### config.mk
export PLATFORM = sky130hd
export DESIGN_NAME = sram_ctrl
export DESIGN_NICKNAME = d
export VERILOG_FILES = /design/src/rtl/sram_ctrl_pkg.sv /design/src/rtl/sram_rsp_fifo.sv /design/src/rtl/sram_ctrl.sv
export SDC_FILE = /design/constraint.sdc
export NUM_CORES = 1
export LEC_CHECK = 0
export BUFFER_PORTS_ARGS = -buffer_cell sky130_fd_sc_hd__buf_2
export CORE_MARGIN = 3
export CORE_UTILIZATION = 46
export DETAILED_ROUTE_END_ITERATION = 8
export PLACE_DENSITY = 0.74
export SKIP_LAST_GASP = 1
export SYNTH_ARGS = -nofsm -noshare
export SYNTH_HDL_FRONTEND = slang
export SYNTH_SLANG_ARGS = --single-unit
### constraint.sdc
create_clock -name clk -period 2.5 [get_ports clk]
set_clock_uncertainty 0.2 [all_clocks]
set_input_delay 0.125 -clock clk [delete_from_list [all_inputs] [get_ports clk]]
set_output_delay 0.125 -clock clk [all_outputs]
set_load 0.02 [all_outputs]
### src/rtl/sram_ctrl_pkg.sv
// Shared types and defaults for the SRAM request/response controller.
package sram_ctrl_pkg;

  localparam int ADDR_W_DEF = 2;
  localparam int DATA_W_DEF = 4;
  localparam int RSP_DEPTH  = 2;

  typedef enum logic [1:0] {
    IDLE  = 2'd0,
    WRITE = 2'd1,
    READ  = 2'd2
  } state_e;

endpackage

### src/rtl/sram_rsp_fifo.sv
// Two-entry response FIFO holding {last, data} pairs captured from the SRAM.
module sram_rsp_fifo #(
  parameter int DATA_W = 4
) (
  input  logic              clk,
  input  logic              rst_n,
  input  logic              push_i,
  input  logic              pushLast_i,
  input  logic [DATA_W-1:0] pushData_i,
  input  logic              pop_i,
  output logic [DATA_W-1:0] headData_o,
  output logic              headLast_o,
  output logic [1:0]        count_o
);

  logic [DATA_W:0] entry_q [2];
  logic            wrPtr_q;
  logic            rdPtr_q;
  logic [1:0]      count_q;

  // Storage, pointers and occupancy; the controller never pushes into a full buffer.
  always_ff @(posedge clk) begin
    if (!rst_n) begin
      entry_q[0] <= '0;
      entry_q[1] <= '0;
      wrPtr_q    <= 1'b0;
      rdPtr_q    <= 1'b0;
      count_q    <= 2'd0;
    end else begin
      if (push_i) begin
        entry_q[wrPtr_q] <= {pushLast_i, pushData_i};
        wrPtr_q          <= ~wrPtr_q;
      end
      if (pop_i) begin
        rdPtr_q <= ~rdPtr_q;
      end
      count_q <= count_q + {1'b0, push_i} - {1'b0, pop_i};
    end
  end

  assign headData_o = entry_q[rdPtr_q][DATA_W-1:0];
  assign headLast_o = entry_q[rdPtr_q][DATA_W];
  assign count_o    = count_q;

endmodule

### src/rtl/sram_ctrl.sv
// Burst front end for a single-port synchronous SRAM with one-cycle read latency.
module sram_ctrl
  import sram_ctrl_pkg::*;
#(
  parameter int ADDR_W = ADDR_W_DEF,
  parameter int DATA_W = DATA_W_DEF
) (
  input  logic              clk,
  input  logic              rst_n,
  input  logic              req_valid,
  output logic              req_ready,
  input  logic              req_we,
  input  logic [ADDR_W-1:0] req_addr,
  input  logic [ADDR_W-1:0] req_len,
  input  logic              wdata_valid,
  output logic              wdata_ready,
  input  logic [DATA_W-1:0] wdata,
  output logic              rsp_valid,
  input  logic              rsp_ready,
  output logic [DATA_W-1:0] rsp_data,
  output logic              rsp_last,
  output logic [ADDR_W-1:0] mem_addr,
  output logic [DATA_W-1:0] mem_data_in,
  output logic              mem_we,
  input  logic [DATA_W-1:0] mem_data_out,
  output logic              busy
);

  localparam logic [2:0] DEPTH_W3 = 3'(RSP_DEPTH);

  state_e            state_q, state_d;
  logic [ADDR_W-1:0] curAddr_q, curAddr_d;
  logic [ADDR_W-1:0] beatsLeft_q, beatsLeft_d;
  logic              inflight_q, inflight_d;
  logic              inflightLast_q, inflightLast_d;

  logic [1:0]        fifoCount;
  logic [DATA_W-1:0] headData;
  logic              headLast;
  logic              pop;
  logic              issue;
  logic [2:0]        occAfter;

  // A beat leaving this cycle frees its slot, which keeps reads at one per cycle.
  assign rsp_valid = (fifoCount != 2'd0);
  assign pop       = rsp_valid && rsp_ready;
  assign occAfter  = {1'b0, fifoCount} - {2'b00, pop} + {2'b00, inflight_q} + 3'd1;
  assign issue     = (state_q == READ) && (occAfter <= DEPTH_W3);

  // State and burst bookkeeping registers.
  always_ff @(posedge clk) begin
    if (!rst_n) begin
      state_q        <= IDLE;
      curAddr_q      <= '0;
      beatsLeft_q    <= '0;
      inflight_q     <= 1'b0;
      inflightLast_q <= 1'b0;
    end else begin
      state_q        <= state_d;
      curAddr_q      <= curAddr_d;
      beatsLeft_q    <= beatsLeft_d;
      inflight_q     <= inflight_d;
      inflightLast_q <= inflightLast_d;
    end
  end

  // Next-state: accept requests in IDLE, step address and beat count per beat.
  always_comb begin
    state_d        = state_q;
    curAddr_d      = curAddr_q;
    beatsLeft_d    = beatsLeft_q;
    inflight_d     = issue;
    inflightLast_d = issue && (beatsLeft_q == '0);
    unique case (state_q)
      IDLE: begin
        if (req_valid) begin
          curAddr_d   = req_addr;
          beatsLeft_d = req_len;
          state_d     = req_we ? WRITE : READ;
        end
      end
      WRITE: begin
        if (wdata_valid) begin
          curAddr_d   = curAddr_q + ADDR_W'(1);
          beatsLeft_d = beatsLeft_q - ADDR_W'(1);
          if (beatsLeft_q == '0) begin
            state_d = IDLE;
          end
        end
      end
      READ: begin
        if (issue) begin
          curAddr_d   = curAddr_q + ADDR_W'(1);
          beatsLeft_d = beatsLeft_q - ADDR_W'(1);
          if (beatsLeft_q == '0) begin
            state_d = IDLE;
          end
        end
      end
      default: state_d = IDLE;
    endcase
  end

  // Outputs: handshakes and SRAM strobes; a write never fires while reset is held.
  always_comb begin
    req_ready   = 1'b0;
    wdata_ready = 1'b0;
    mem_we      = 1'b0;
    mem_addr    = curAddr_q;
    mem_data_in = '0;
    unique case (state_q)
      IDLE:  req_ready = 1'b1;
      WRITE: begin
        wdata_ready = 1'b1;
        if (wdata_valid) begin
          mem_we      = rst_n;
          mem_data_in = wdata;
        end
      end
      READ:    ;
      default: ;
    endcase
  end

  sram_rsp_fifo #(.DATA_W(DATA_W)) u_rspFifo (
    .clk        (clk),
    .rst_n      (rst_n),
    .push_i     (inflight_q),
    .pushLast_i (inflightLast_q),
    .pushData_i (mem_data_out),
    .pop_i      (pop),
    .headData_o (headData),
    .headLast_o (headLast),
    .count_o    (fifoCount)
  );

  assign rsp_data = rsp_valid ? headData : '0;
  assign rsp_last = rsp_valid && headLast;
  assign busy     = (state_q != IDLE) || inflight_q || rsp_valid;

endmodule

==> impl_metrics.env <==
export IMPL_routed_wl_mm=2.56
export IMPL_critPathMaxStageDelay_ns=0.37
export IMPL_min_from="req_addr[1]"
export IMPL_synth_seq_cells=23
export IMPL_instances_no_fill=201
export IMPL_irDropWorstVdd_mv=0.735
export IMPL_layout_commonest_cell="buf_2"
export IMPL_outcome="finished clean"
export IMPL_area_growth_pct=29.0
export IMPL_gp_congestion=0.739
export IMPL_grt_pass1_vias=1017
export IMPL_clockBufferDepth=2
export IMPL_netSwitchingPower_mw=0.676
export IMPL_nNetsFinal=200
export IMPL_fin_crit_ns=2.40
export IMPL_hp_class="primary input to flip-flop"
export IMPL_grt_pass1_wl_mm=4.38
export IMPL_timing_rr_start="u_rspFifo.count_o[0]"
export IMPL_syn_nets=151
export IMPL_sequentialPowerShare=0.340
export IMPL_worstSkewPairLatency_ns=0.31
export IMPL_firstDrtPassIters=4
export IMPL_die_h_um=58.8
export IMPL_ys_seq_area_frac=0.437
export IMPL_p_int_mw=0.950
export IMPL_netlist_instances=123
export IMPL_num_rows=18
export IMPL_maxCapViolCount=0
export IMPL_switching_share=0.416
export IMPL_startpoint="u_rspFifo.count_o[0]"
export IMPL_grt_ovfl_total=0
export IMPL_synthTopCellsByArea="edfxtp_1 23%, dfxtp_1 20%, ha_1 8.8%, and2_1 7.8%, mux2i_1 3.9%"
export IMPL_netlist_area_um2=1280
export IMPL_cp_max_fo=8
export IMPL_final_antenna_net_count=0
export IMPL_cts_tree="yes"
export IMPL_path_cells="nor2_4 > nor2b_2 > fa_2 > ha_4 > nand3b_4 > a2111oi_4 > buf_4 > a21boi_0 > o21ai_1"
export IMPL_p_clk_frac=0.105
export IMPL_cts_buffers=3
export IMPL_cp_slowest_cell="fa_2"
export IMPL_track_usage=0.164
export IMPL_setup_viol=0
export IMPL_cp_data_required_time_ns=2.52
export IMPL_crit_arrival_ns=2.42
export IMPL_tightest_slew_ns=0.787
export IMPL_final_hold_violation_count=0
export IMPL_drv_slew=0
export IMPL_antenna_found_initial=0
export IMPL_clk_pin_slew_ns=0.13
export IMPL_finalCritPeriodShare=0.960
export IMPL_vias=1002
export IMPL_yosysWarnings=0
export IMPL_dp_cells=187
export IMPL_route_detailed_drc=0
export IMPL_nFillCells=225
export IMPL_cp_end_kind="flip-flop"
export IMPL_drt_iter0_markers=30
export IMPL_vias_per_cell=4.99
export IMPL_die_x_um=58.8
export IMPL_core_area_um2=2570
export IMPL_final_cell_mix="33 x buf_2, 16 x and2_1, 13 x inv_1, 13 x dfxtp_1, 10 x edfxtp_1"
export IMPL_htreeDepth=1
export IMPL_yosys_area_top_type="edfxtp_1"
export IMPL_cts_sinks=23
export IMPL_grt_max_degree=23
export IMPL_power_density_nw_per_um2=984
export IMPL_max_slew_margin=0.470
export IMPL_synth_top_area_share=0.234
export IMPL_critPathLaunchType="flip-flop"
export IMPL_start_util=0.499
export IMPL_wire_per_inst_um=12.7
export IMPL_total_leakage_power_nw=0.817
export IMPL_place_area_um2=1530
export IMPL_hpwlAfterDp_mm=2.00
export IMPL_worstSetupPathType="flip-flop to flip-flop"
export IMPL_synthDistinctLibCells=32
export IMPL_drive_above_1_share=0.304
export IMPL_combPwrFrac=0.556
export IMPL_totalPowerFinal_mw=1.63
export IMPL_synth_avg_cell_area_um2=10.4
export IMPL_final_util=0.644
export IMPL_diodes=0
export IMPL_io_pins=34
export IMPL_die_area_um2=3450
export IMPL_post_route_cell_area_um2=1650
export IMPL_port_buffers=33
export IMPL_timing_fmax_mhz=417
export IMPL_cts_root_buf="clkbuf_4"
[routing by layer]
layer	track usage	wire length, um
met1	0.181	1020
met2	0.320	1430
met3	0.0461	101
met4	0.00971	0
met5	0	0
[Yosys cell counts]
library cell,count
xor2_1,2
nand4b_1,1
a2111oi_4,1
o2111ai_1,2
dfxtp_1,13
a31o_1,1
o21ai_0,3
mux2i_1,5
o31ai_1,1
clkbuf_1,3
nand3_1,1
nor2_1,7
fa_1,1
and2_1,16
ha_1,9
inv_1,13
nand2b_1,2
nand3b_4,1
a2111oi_2,1
edfxtp_1,10
o211ai_1,1
a21oi_1,1
nand4_1,1
nor2b_1,3
nor2b_4,2
o211a_1,1
o21ai_2,1
o21ai_1,2
and3_1,7
nand2_1,7
xnor2_1,2
a21boi_0,2
[worst max-delay path, delay by kind of cell, from the launching register on]
family | cells | cell delay, ns
AO/OA/AOI/OAI | 3 | 0.63
AND/OR/NAND/NOR | 3 | 0.28
buffers and inverters | 1 | 0.20
adder cells (fa/ha/maj) | 2 | 0.66
flip-flops | 1 | 0.35
[final timing paths]
path / endpoint / slack [ns] / depth (start not counted)
hold reg to reg: beatsLeft_q[0] / 0.27 / 2
setup / recovery: beatsLeft_q[0] / 0.1 / 9
hold / removal: mem_addr[1] / 0.06 / 5
setup reg to reg: beatsLeft_q[0] / 0.1 / 9
[layout make-up]
type | instances | area [um2] | area share
Clock inverter | 1 | 5.00 | 0.00303
Clock buffer | 3 | 22.5 | 0.0136
Tap cell | 30 | 37.5 | 0.0227
Inverter | 13 | 48.8 | 0.0295
Multi-Input combinational cell | 84 | 686 | 0.415
Timing Repair Buffer | 47 | 293 | 0.177
Sequential cell | 23 | 561 | 0.339
[stage by stage]
stage,hold WS (ns),setup WS [ns],setup TNS [ns]
floorplan,0.0792,0.0422,0
global placement,0.178,0.121,0
detailed placement,0.192,-0.0279,-0.0279
CTS,0.0604,0.00606,0
global route,0.0806,-0.00328,-0.00328
finish,0.0639,0.0997,0
[timing repair]
action,in CTS,in global routing
buffers inserted,0,1
gates resized for setup,0,1
hold endpoints to repair,14,0
hold buffers,9,0
pin swaps,1,1
endpoints found under the setup margin,4,4
[cells by family after synthesis]
logic type                 count (synthesis)  synth area share
and+or+nand+nor                           48             0.230
DFF                                       23             0.438
adders and majority gates                 10             0.104
muxes                                      5            0.0391
AOI/OAI and AO/OA                         17             0.115
buffers and inverters                     16            0.0469
xor gates and xnor gates                   4            0.0273
[flip-flops by register name, summed over array words and instances, names as in the netlist, named ones only]
signal / cells
u_rspFifo.entry_q: 10
beatsLeft_q: 2
mem_addr: 2
state_q: 2
u_rspFifo.count_o: 2
inflightLast_q: 1
inflight_q: 1
u_rspFifo.rdPtr_q: 1
u_rspFifo.wrPtr_q: 1
[power groups by stage]
stage	Clock, mW	Combinational, mW	Sequential, mW
floorplan	0	0.630	0.559
finish	0.171	0.904	0.552
global route	0.192	1.00	0.565
global placement	0	0.843	0.553
CTS	0.175	0.901	0.552
detailed placement	0	0.884	0.561
(Power assumes the default switching activity.)
